[src/rtl/dl_rom_sequencer.sv]
// HPS ioctl download decoder: splits ROM bytes over four regions, latches DIP bytes,
// and sequences the game-core reset around ROM loads. Optional macro: DL_CHECKSUM_EN.
module dl_rom_sequencer #(
  parameter int          ADDR_W     = 25,
  parameter int unsigned R0_SIZE    = 16384,
  parameter int unsigned R1_SIZE    = 8192,
  parameter int unsigned R2_SIZE    = 8192,
  parameter int unsigned R3_SIZE    = 8192,
  parameter int unsigned POST_HOLD  = 1024,
  parameter logic [7:0]  EXPECT_SUM = 8'h00
) (
  input  logic              clk_sys,
  input  logic              reset,
  input  logic              ioctl_download,
  input  logic              ioctl_wr,
  input  logic [ADDR_W-1:0] ioctl_addr,
  input  logic [7:0]        ioctl_dout,
  input  logic [7:0]        ioctl_index,
  output logic [3:0]        rom_we,
  output logic [ADDR_W-1:0] rom_addr,
  output logic [7:0]        rom_data,
  output logic              sw_we,
  output logic [2:0]        sw_idx,
  output logic [7:0]        sw_data,
  output logic              core_reset,
  output logic              dl_done,
  output logic              dl_error,
  output logic [ADDR_W-1:0] byte_count,
  output logic [7:0]        dl_sum
);

  localparam int unsigned TOTAL  = R0_SIZE + R1_SIZE + R2_SIZE + R3_SIZE;
  localparam int          HOLD_W = (POST_HOLD > 1) ? $clog2(POST_HOLD) : 1;

  localparam logic [7:0] IDX_ROM = 8'd0;
  localparam logic [7:0] IDX_DIP = 8'd254;

  typedef enum logic [1:0] {
    IDLE = 2'd0,
    LOAD = 2'd1,
    HOLD = 2'd2,
    RUN  = 2'd3
  } state_t;

  function automatic int unsigned region_base(input int k);
    int unsigned b;
    b = 0;
    if (k > 0) b = b + R0_SIZE;
    if (k > 1) b = b + R1_SIZE;
    if (k > 2) b = b + R2_SIZE;
    return b;
  endfunction

  function automatic int unsigned region_size(input int k);
    case (k)
      0:       return R0_SIZE;
      1:       return R1_SIZE;
      2:       return R2_SIZE;
      default: return R3_SIZE;
    endcase
  endfunction

  // ---------------------------------------------------------------------------
  // Address decode
  // ---------------------------------------------------------------------------
  logic [31:0]                 addr32;
  logic [3:0]                  hit;
  logic [3:0][ADDR_W-1:0]      region_off;
  logic [ADDR_W-1:0]           sel_off;

  assign addr32 = 32'(ioctl_addr);

  generate
    for (genvar gi = 0; gi < 4; gi++) begin : g_region
      localparam int unsigned LO = region_base(gi);
      localparam int unsigned HI = LO + region_size(gi);
      assign hit[gi]        = (addr32 >= LO) && (addr32 < HI);
      assign region_off[gi] = ioctl_addr - ADDR_W'(LO);
    end
  endgenerate

  always_comb begin
    sel_off = '0;
    for (int k = 0; k < 4; k++) begin
      if (hit[k]) sel_off = sel_off | region_off[k];
    end
  end

  logic dl_prev_reg;
  logic rom_wr, rom_ok, in_range, sw_wr;
  logic dl_rise, dl_fall, rom_start;
  logic sum_ok;

  assign in_range  = |hit;
  assign rom_wr    = ioctl_wr & ioctl_download & (ioctl_index == IDX_ROM);
  assign rom_ok    = rom_wr & in_range;
  assign sw_wr     = ioctl_wr & (ioctl_index == IDX_DIP) & (ioctl_addr[ADDR_W-1:3] == '0);
  assign dl_rise   = ioctl_download & ~dl_prev_reg;
  assign dl_fall   = ~ioctl_download & dl_prev_reg;
  assign rom_start = dl_rise & (ioctl_index == IDX_ROM);

  // ---------------------------------------------------------------------------
  // Registered write ports (ROM and DIP)
  // ---------------------------------------------------------------------------
  logic [3:0]        rom_we_reg;
  logic [ADDR_W-1:0] rom_addr_reg;
  logic [7:0]        rom_data_reg;
  logic              sw_we_reg;
  logic [2:0]        sw_idx_reg;
  logic [7:0]        sw_data_reg;

  always_ff @(posedge clk_sys or posedge reset) begin
    if (reset) begin
      rom_we_reg   <= '0;
      rom_addr_reg <= '0;
      rom_data_reg <= '0;
      sw_we_reg    <= 1'b0;
      sw_idx_reg   <= '0;
      sw_data_reg  <= '0;
    end else begin
      rom_we_reg <= rom_ok ? hit : 4'b0000;
      if (rom_ok) begin
        rom_addr_reg <= sel_off;
        rom_data_reg <= ioctl_dout;
      end
      sw_we_reg <= sw_wr;
      if (sw_wr) begin
        sw_idx_reg  <= ioctl_addr[2:0];
        sw_data_reg <= ioctl_dout;
      end
    end
  end

  // ---------------------------------------------------------------------------
  // Download / reset sequencer
  // ---------------------------------------------------------------------------
  state_t            state_reg, state_next;
  logic [HOLD_W-1:0] hold_cnt_reg, hold_cnt_next;
  logic [ADDR_W-1:0] byte_count_reg, byte_count_next;
  logic              dl_error_reg, dl_error_next;
  logic              dl_done_reg, dl_done_next;
  logic              core_reset_reg, core_reset_next;

  always_ff @(posedge clk_sys or posedge reset) begin
    if (reset) begin
      state_reg      <= IDLE;
      hold_cnt_reg   <= '0;
      byte_count_reg <= '0;
      dl_error_reg   <= 1'b0;
      dl_done_reg    <= 1'b0;
      core_reset_reg <= 1'b1;
      dl_prev_reg    <= 1'b0;
    end else begin
      state_reg      <= state_next;
      hold_cnt_reg   <= hold_cnt_next;
      byte_count_reg <= byte_count_next;
      dl_error_reg   <= dl_error_next;
      dl_done_reg    <= dl_done_next;
      core_reset_reg <= core_reset_next;
      dl_prev_reg    <= ioctl_download;
    end
  end

  always_comb begin
    state_next      = state_reg;
    hold_cnt_next   = hold_cnt_reg;
    byte_count_next = byte_count_reg;
    dl_error_next   = dl_error_reg;
    dl_done_next    = dl_done_reg;

    case (state_reg)
      IDLE: ;
      LOAD: begin
        if (dl_fall) begin
          if ((byte_count_reg == ADDR_W'(TOTAL)) && !dl_error_reg && sum_ok) begin
            state_next    = HOLD;
            hold_cnt_next = HOLD_W'(POST_HOLD - 1);
          end else begin
            dl_error_next = 1'b1;
            state_next    = IDLE;
          end
        end
      end
      HOLD: begin
        if (hold_cnt_reg == '0) begin
          state_next   = RUN;
          dl_done_next = 1'b1;
        end else begin
          hold_cnt_next = hold_cnt_reg - HOLD_W'(1);
        end
      end
      RUN: ;
      default: state_next = IDLE;
    endcase

    // A ROM start wins over everything, including an in-progress hold.
    if (rom_start) begin
      state_next      = LOAD;
      byte_count_next = '0;
      dl_error_next   = 1'b0;
      dl_done_next    = 1'b0;
    end

    // Applied after the clear so a byte arriving with the rising edge is counted.
    if (rom_wr) begin
      if (in_range) byte_count_next = byte_count_next + ADDR_W'(1);
      else          dl_error_next   = 1'b1;
    end

    core_reset_next = (state_next != RUN);
  end

  // ---------------------------------------------------------------------------
  // Optional image checksum
  // ---------------------------------------------------------------------------
`ifdef DL_CHECKSUM_EN
  logic [7:0] dl_sum_reg, dl_sum_next;

  always_comb begin
    dl_sum_next = dl_sum_reg;
    if (rom_start) dl_sum_next = '0;
    if (rom_ok)    dl_sum_next = dl_sum_next + ioctl_dout;
  end

  always_ff @(posedge clk_sys or posedge reset) begin
    if (reset) dl_sum_reg <= '0;
    else       dl_sum_reg <= dl_sum_next;
  end

  assign sum_ok = (dl_sum_reg == EXPECT_SUM);
  assign dl_sum = dl_sum_reg;
`else
  logic unused_expect_sum;
  assign unused_expect_sum = ^EXPECT_SUM;
  assign sum_ok = 1'b1;
  assign dl_sum = '0;
`endif

  assign rom_we     = rom_we_reg;
  assign rom_addr   = rom_addr_reg;
  assign rom_data   = rom_data_reg;
  assign sw_we      = sw_we_reg;
  assign sw_idx     = sw_idx_reg;
  assign sw_data    = sw_data_reg;
  assign core_reset = core_reset_reg;
  assign dl_done    = dl_done_reg;
  assign dl_error   = dl_error_reg;
  assign byte_count = byte_count_reg;

endmodule

[config.mk]
export PLATFORM = sky130hd
export DESIGN_NAME = dl_rom_sequencer
export DESIGN_NICKNAME = d
export VERILOG_FILES = /design/src/rtl/dl_rom_sequencer.sv
export SDC_FILE = /design/constraint.sdc
export NUM_CORES = 1
export LEC_CHECK = 0
export BUFFER_PORTS_ARGS = -buffer_cell sky130_fd_sc_hd__buf_2
export CAP_MARGIN = 0
export CORE_UTILIZATION = 50
export CTS_BUF_LIST = sky130_fd_sc_hd__clkbuf_8
export DETAILED_ROUTE_END_ITERATION = 10
export GPL_ROUTABILITY_DRIVEN = 1
export PLACE_DENSITY = 0.87
export SYNTH_ARGS = -nofsm -noshare
export SYNTH_HDL_FRONTEND = slang
export SYNTH_SLANG_ARGS = --single-unit
[constraint.sdc]
create_clock -name clk_sys -period 7.74 [get_ports clk_sys]
set_clock_uncertainty 0.1 [all_clocks]
set_input_delay 1.161 -clock clk_sys [delete_from_list [all_inputs] [get_ports clk_sys]]
set_output_delay 1.161 -clock clk_sys [all_outputs]
set_load 0.05 [all_outputs]
==> Word level (Yosys, flattened, before mapping) <==
Index checks and enable logic that the tools add are counted.
{ "op_classes": {"addsub": 5, "n_mul": 0, "n_div": 0, "n_lt_le_gt_ge": 8, "n_eq_ne": 8, "shift": 0, "muxes": 26, "n_bitwise": 13, "n_reduce_logical": 15} }
{ "op_table": {"columns": ["op", "n"], "rows": [
  ["25-bit two-way mux", 7],
  ["25-bit bitwise OR", 3],
  ["25-bit by 15-bit >= comparator with 1-bit output, second input constant", 2],
  ["25-bit by 15-bit less-than comparator with 1-bit output, second input constant", 2],
  ["25-bit by 16-bit less-than comparator with 1-bit output, second input constant", 2],
  ["25-bit by 15-bit subtractor with 25-bit output, second input constant", 2],
  ["10-bit two-way mux", 3],
  ["25-bit by 1-bit adder with 25-bit output, second input constant", 1],
  ["25-bit by 16-bit == test with 1-bit output, second input constant", 1],
  ["25-bit by 1-bit >= comparator with 1-bit output, second input constant", 1],
  ["25-bit by 16-bit >= comparator with 1-bit output, second input constant", 1],
  ["25-bit by 16-bit subtractor with 25-bit output, second input constant", 1],
  ["22-bit zero test", 1],
  ["10-bit case mux with 2 select lines", 1],
  ["10-bit zero test", 1],
  ["10-bit by 1-bit subtractor with 10-bit output, second input constant", 1],
  ["1-bit two-way mux", 9],
  ["1-bit AND", 8],
  ["8-bit == test, second input constant", 1],
  ["8-bit zero test", 1],
  ["2-bit two-way mux", 4],
  ["2-bit != test, second input constant", 4],
  ["2-bit nonzero test", 3],
  ["1-bit logical AND", 5],
  ["9 further kinds", 10]
]} }
{ "totals": {"ff_bits": 90, "latch_bits": 0, "ramBits": 0, "rom_bits": 0, "inputBits": 45, "mem_count": 0} }

==> Logic depth before layout (Yosys ltp) <==
{ "depth": {"ltp_word": 9, "mapped_depth": 10} }

==> Least setup slack after synthesis <==
No wires, ideal clock.
{ "synth_timing": {"path_type": "input to register", "startpoint": "in ioctl_download", "endpoint": "reg byte_count_reg[20], in the netlist byte_count[20]", "setup_ns": 0.078, "arrival_time_ns": 2.987, "t_required_ns": 7.562, "setup_slack_ns": 4.575, "cell_stages": 10, "path_buffers": 1, "cell_sequence": "nor4b_4 > nand4bb_1 > and2_1 > ha_1 > inv_1 > nor4_4 > nand3_2 > buf_6 > or3_1 > a21oi_1"} }
{ "synth_between": {"elab_chain_cells": 6, "word_cells_on_any_way": 8} }
{ "synth_rtl": {"columns": ["item", "line_no", "text"], "rows": [
  ["start, declared", "14", "input logic ioctl_download,"],
  ["1-bit AND", "98", "assign dl_rise = ioctl_download & ~dl_prev_reg;"],
  ["1-bit AND", "100", "assign rom_start = dl_rise & (ioctl_index == IDX_ROM);"],
  ["25-bit two-way mux", "197", "if (rom_start) begin"],
  ["25-bit by 1-bit adder with 25-bit output", "206", "if (in_range) byte_count_next = byte_count_next + ADDR_W'(1);"],
  ["25-bit two-way mux", "206", null],
  ["25-bit two-way mux *", "205", "if (rom_wr) begin"],
  ["via byte_count_next[20]", "139", "logic [ADDR_W-1:0] byte_count_reg, byte_count_next;"],
  ["end signal, assigned", "156", "byte_count_reg <= byte_count_next;"],
  ["end, declared", "139", null]
]} }
The timed path passes the listed nets; every way through them passes the cells marked *.
A chain may end at the register's enable or synchronous reset.

==> Worst setup path after layout <==
{ "layout_timing": {"startpoint": "in ioctl_addr[13]", "endpoint": "reg byte_count_reg[1], in the netlist byte_count[1]"} }
{ "layout_between": {"elab_chain_cells": 5, "word_cells_on_any_way": 15} }
{ "layout_rtl": {"columns": ["item", "line_no", "text"], "rows": [
  ["start, declared", "16", "input logic [ADDR_W-1:0] ioctl_addr,"],
  ["25-bit by 1-bit >= comparator with 1-bit output, or another cell as far along", "77", "assign hit[gi] = (addr32 >= LO) && (addr32 < HI);"],
  ["1-bit logical AND", "77", null],
  ["4-bit OR reduction *", "94", "assign in_range = |hit;"],
  ["25-bit two-way mux *", "206", null],
  ["25-bit two-way mux *", "205", null],
  ["via byte_count_next[1]", "139", null]
]} }
Marked as above.

==> impl_metrics.tcl <==
set metrics [dict create \
    clkSinkCount 90 \
    critPathRequiredTime_ps 7900 \
    syn_to_final_growth_pct 19.3 \
    clockPowerShare 0.396 \
    routabilityCongestion 0.909 \
    wl_per_cell_um 15.6 \
    violations "design-rule violations" \
    grt_pass1_vias 3909 \
    routed_wirelength_um 11500 \
    reg2reg_slack_ps 5060 \
    synth-seq-area-share 0.483 \
    arrival_ps 3710 \
    power.total_uw 920 \
    outcome "finished with violations" \
    critical-path-max-stage-delay_ps 1000 \
    worstReg2RegEnd "byte_count[24]" \
    dpl.hpwl_um 8240 \
    drt_pass1_iterations 8 \
    portBuffers 121 \
    drc_errors 2 \
    r2r_start "dl_prev_reg" \
    critPathCaptureType "flip-flop" \
    globalRouteTotalUtil 0.242 \
    max_slew_margin 0.200 \
    cts_resized 0 \
    core_area_um2 8890 \
    clock_latency_ps 370 \
    pin_count 130 \
    vias 4081 \
    nNetsFinal 680 \
    mostFrequentLayoutCell "nand2_1" \
    holdCritStartpoint "sw_data[0]" \
    path_buf_inv 2 \
    clk_path_buf_depth 2 \
    swShare 0.260 \
    slew_violations 0 \
    cts_tree "done" \
    setup_tns_ps 0 \
    switchingPower_uw 239 \
    clockRootBuffer "clkbuf_8" \
    syn_avg_cell_area_um2 9.27 \
    place_inst 718 \
    cts_setup_buffers 0 \
    worstMarginPinSlew_ps 1200 \
    path_cells "buf_2 -> inv_1 -> ha_1 -> nand2b_1 -> a21oi_1 -> or3_1 -> mux2_2" \
    setup.worst_path.end "byte_count[1]" \
    rows 34 \
    design_area_um2 5560 \
    synth_seq_cells 90 \
    dieArea_um2 9710 \
    path_max_fanout 34 \
    seqPwrFrac 0.519 \
    period_needed_ps 3540 \
    h-tree-depth 3 \
    grt_pass1_wl_um 18700 \
    cts_buffers 9 \
    timing_worst_setup_path_type "primary input to flip-flop" \
    powerDensity_nw_per_um2 166 \
    netlist_instances 503 \
    most-common-layout-cells "nand2_1 (122), buf_2 (121), dfrtp_1 (89)" \
    drive_gt1_frac 0.257 \
    ys_async_sr_fraction 1.00 \
    setup_violations 0 \
    critical_path.top_delay_family "simple AND/OR/NAND/NOR gates" \
    grt_max_degree 91 \
    grt_overflow 0 \
    antenna_found_initial 1 \
    fmax_ghz 0.282 \
    synth_warnings 0 \
    placed_cell_area_um2 5330 \
    reg2reg_depth 8 \
    finalCritPeriodShare 0.458 \
    critPathLaunchType "primary input" \
    hold_path.class "flip-flop to flip-flop" \
    ctsHoldBuffers 0 \
    dieWidth_um 98.5 \
    initial_core_util 0.524 \
    fin_util 0.625 \
    drt_iter0_drc 151 \
    internal_power_uw 681 \
    stdcell_count 735 \
    synth-main-ff-cell "dfrtp_1" \
    cp_slowest_cell "or3_1" \
    hold_viol 0 \
    synth_area_um2 4660 \
    vias_per_cell 5.55 \
    p_comb_frac 0.085 \
    die_h_um 98.5 \
    peakVddDrop_mv 0.0859 \
    ys_types 58 \
    max-cap-violations 0 \
    p_leak_uw 0.00298 \
    startpoint "ioctl_addr[13]" \
    antenna_left 0 \
    synth-edff-count 0 \
    cp.depth 7 \
    rsz0062_at_grt "false" \
    clk_pin_slew_ps 100 \
]
[power groups by stage]
stage / Clock [uW] / Sequential [uW] / Combinational (uW)
CTS: 371 / 477 / 78.5
global route: 389 / 478 / 85.7
global placement: 0 / 486 / 76.3
detailed placement: 0 / 487 / 78.0
finish: 364 / 477 / 78.3
floorplan: 0 / 495 / 40.9
[cell families after synthesis]
family	after synthesis	share of synthesized area
muxes	1	0.00242
other	1	0.000805
AOI/OAI and AO/OA	61	0.0821
adders and majority gates	14	0.0376
and+or+nand+nor	265	0.298
buffers and inverters	43	0.0430
xor gates and xnor gates	28	0.0526
DFF	90	0.483
[area by class of cell]
type	instances	area [um^2]
multi-input cells	377	2240
clock buffers	9	124
repair buffers	124	628
inverters	19	72.6
diodes	1	2.50
clock inverters	7	98.8
flip-flops and latches	90	2250
fillers	764	3330
well taps	108	135
[cell usage after synthesis, types with 6 or more instances]
cell type	n	area [um^2]
nand3_1	21	105
nor3_1	7	35.0
inv_1	19	71.3
nand2_1	122	458
or3_1	8	50.1
xor2_1	16	140
nor4_1	10	62.6
a21o_1	6	45.0
clkbuf_1	12	45.0
dfrtp_1	89	2230
buf_4	8	60.1
a21oi_1	16	80.1
and2_1	6	37.5
xnor2_1	12	105
nor2_1	39	146
nand4_1	16	100
o21ai_0	19	95.1
ha_1	14	175
[worst min path at each step]
stage                            endpoint  slack (ps)  cells after the start
final                          sw_data[0]         380                      2
after global routing          rom_addr[9]         400                      2
after CTS                      sw_data[3]         380                      2
after detailed placement       sw_data[0]         360                      2
after global placement         sw_data[2]         350                      2
after floorplan           hold_cnt_reg[9]         370                      2
[stage by stage]
stage	hold slack (ps)	setup WS (ps)
after detailed placement	357	3810
after floorplan	374	4150
final	375	4200
after global routing	404	3990
after global placement	347	3900
after CTS	381	4200
[per-layer routing]
layer  vias up  global-route usage  part of all wire
li1       1941                   -                 -
met1      1954               0.320              0.42
met2       162               0.390              0.49
met3        24              0.0546             0.063
met4         0              0.0941             0.024
met5         -                   0                 0
[tightest hold or removal path: cells and delay by family, from the launching register on]
family	cells	cell delay (ps)
flip-flops	1	350
AND/OR/NAND/NOR	2	100
(Power assumes the default switching activity.)
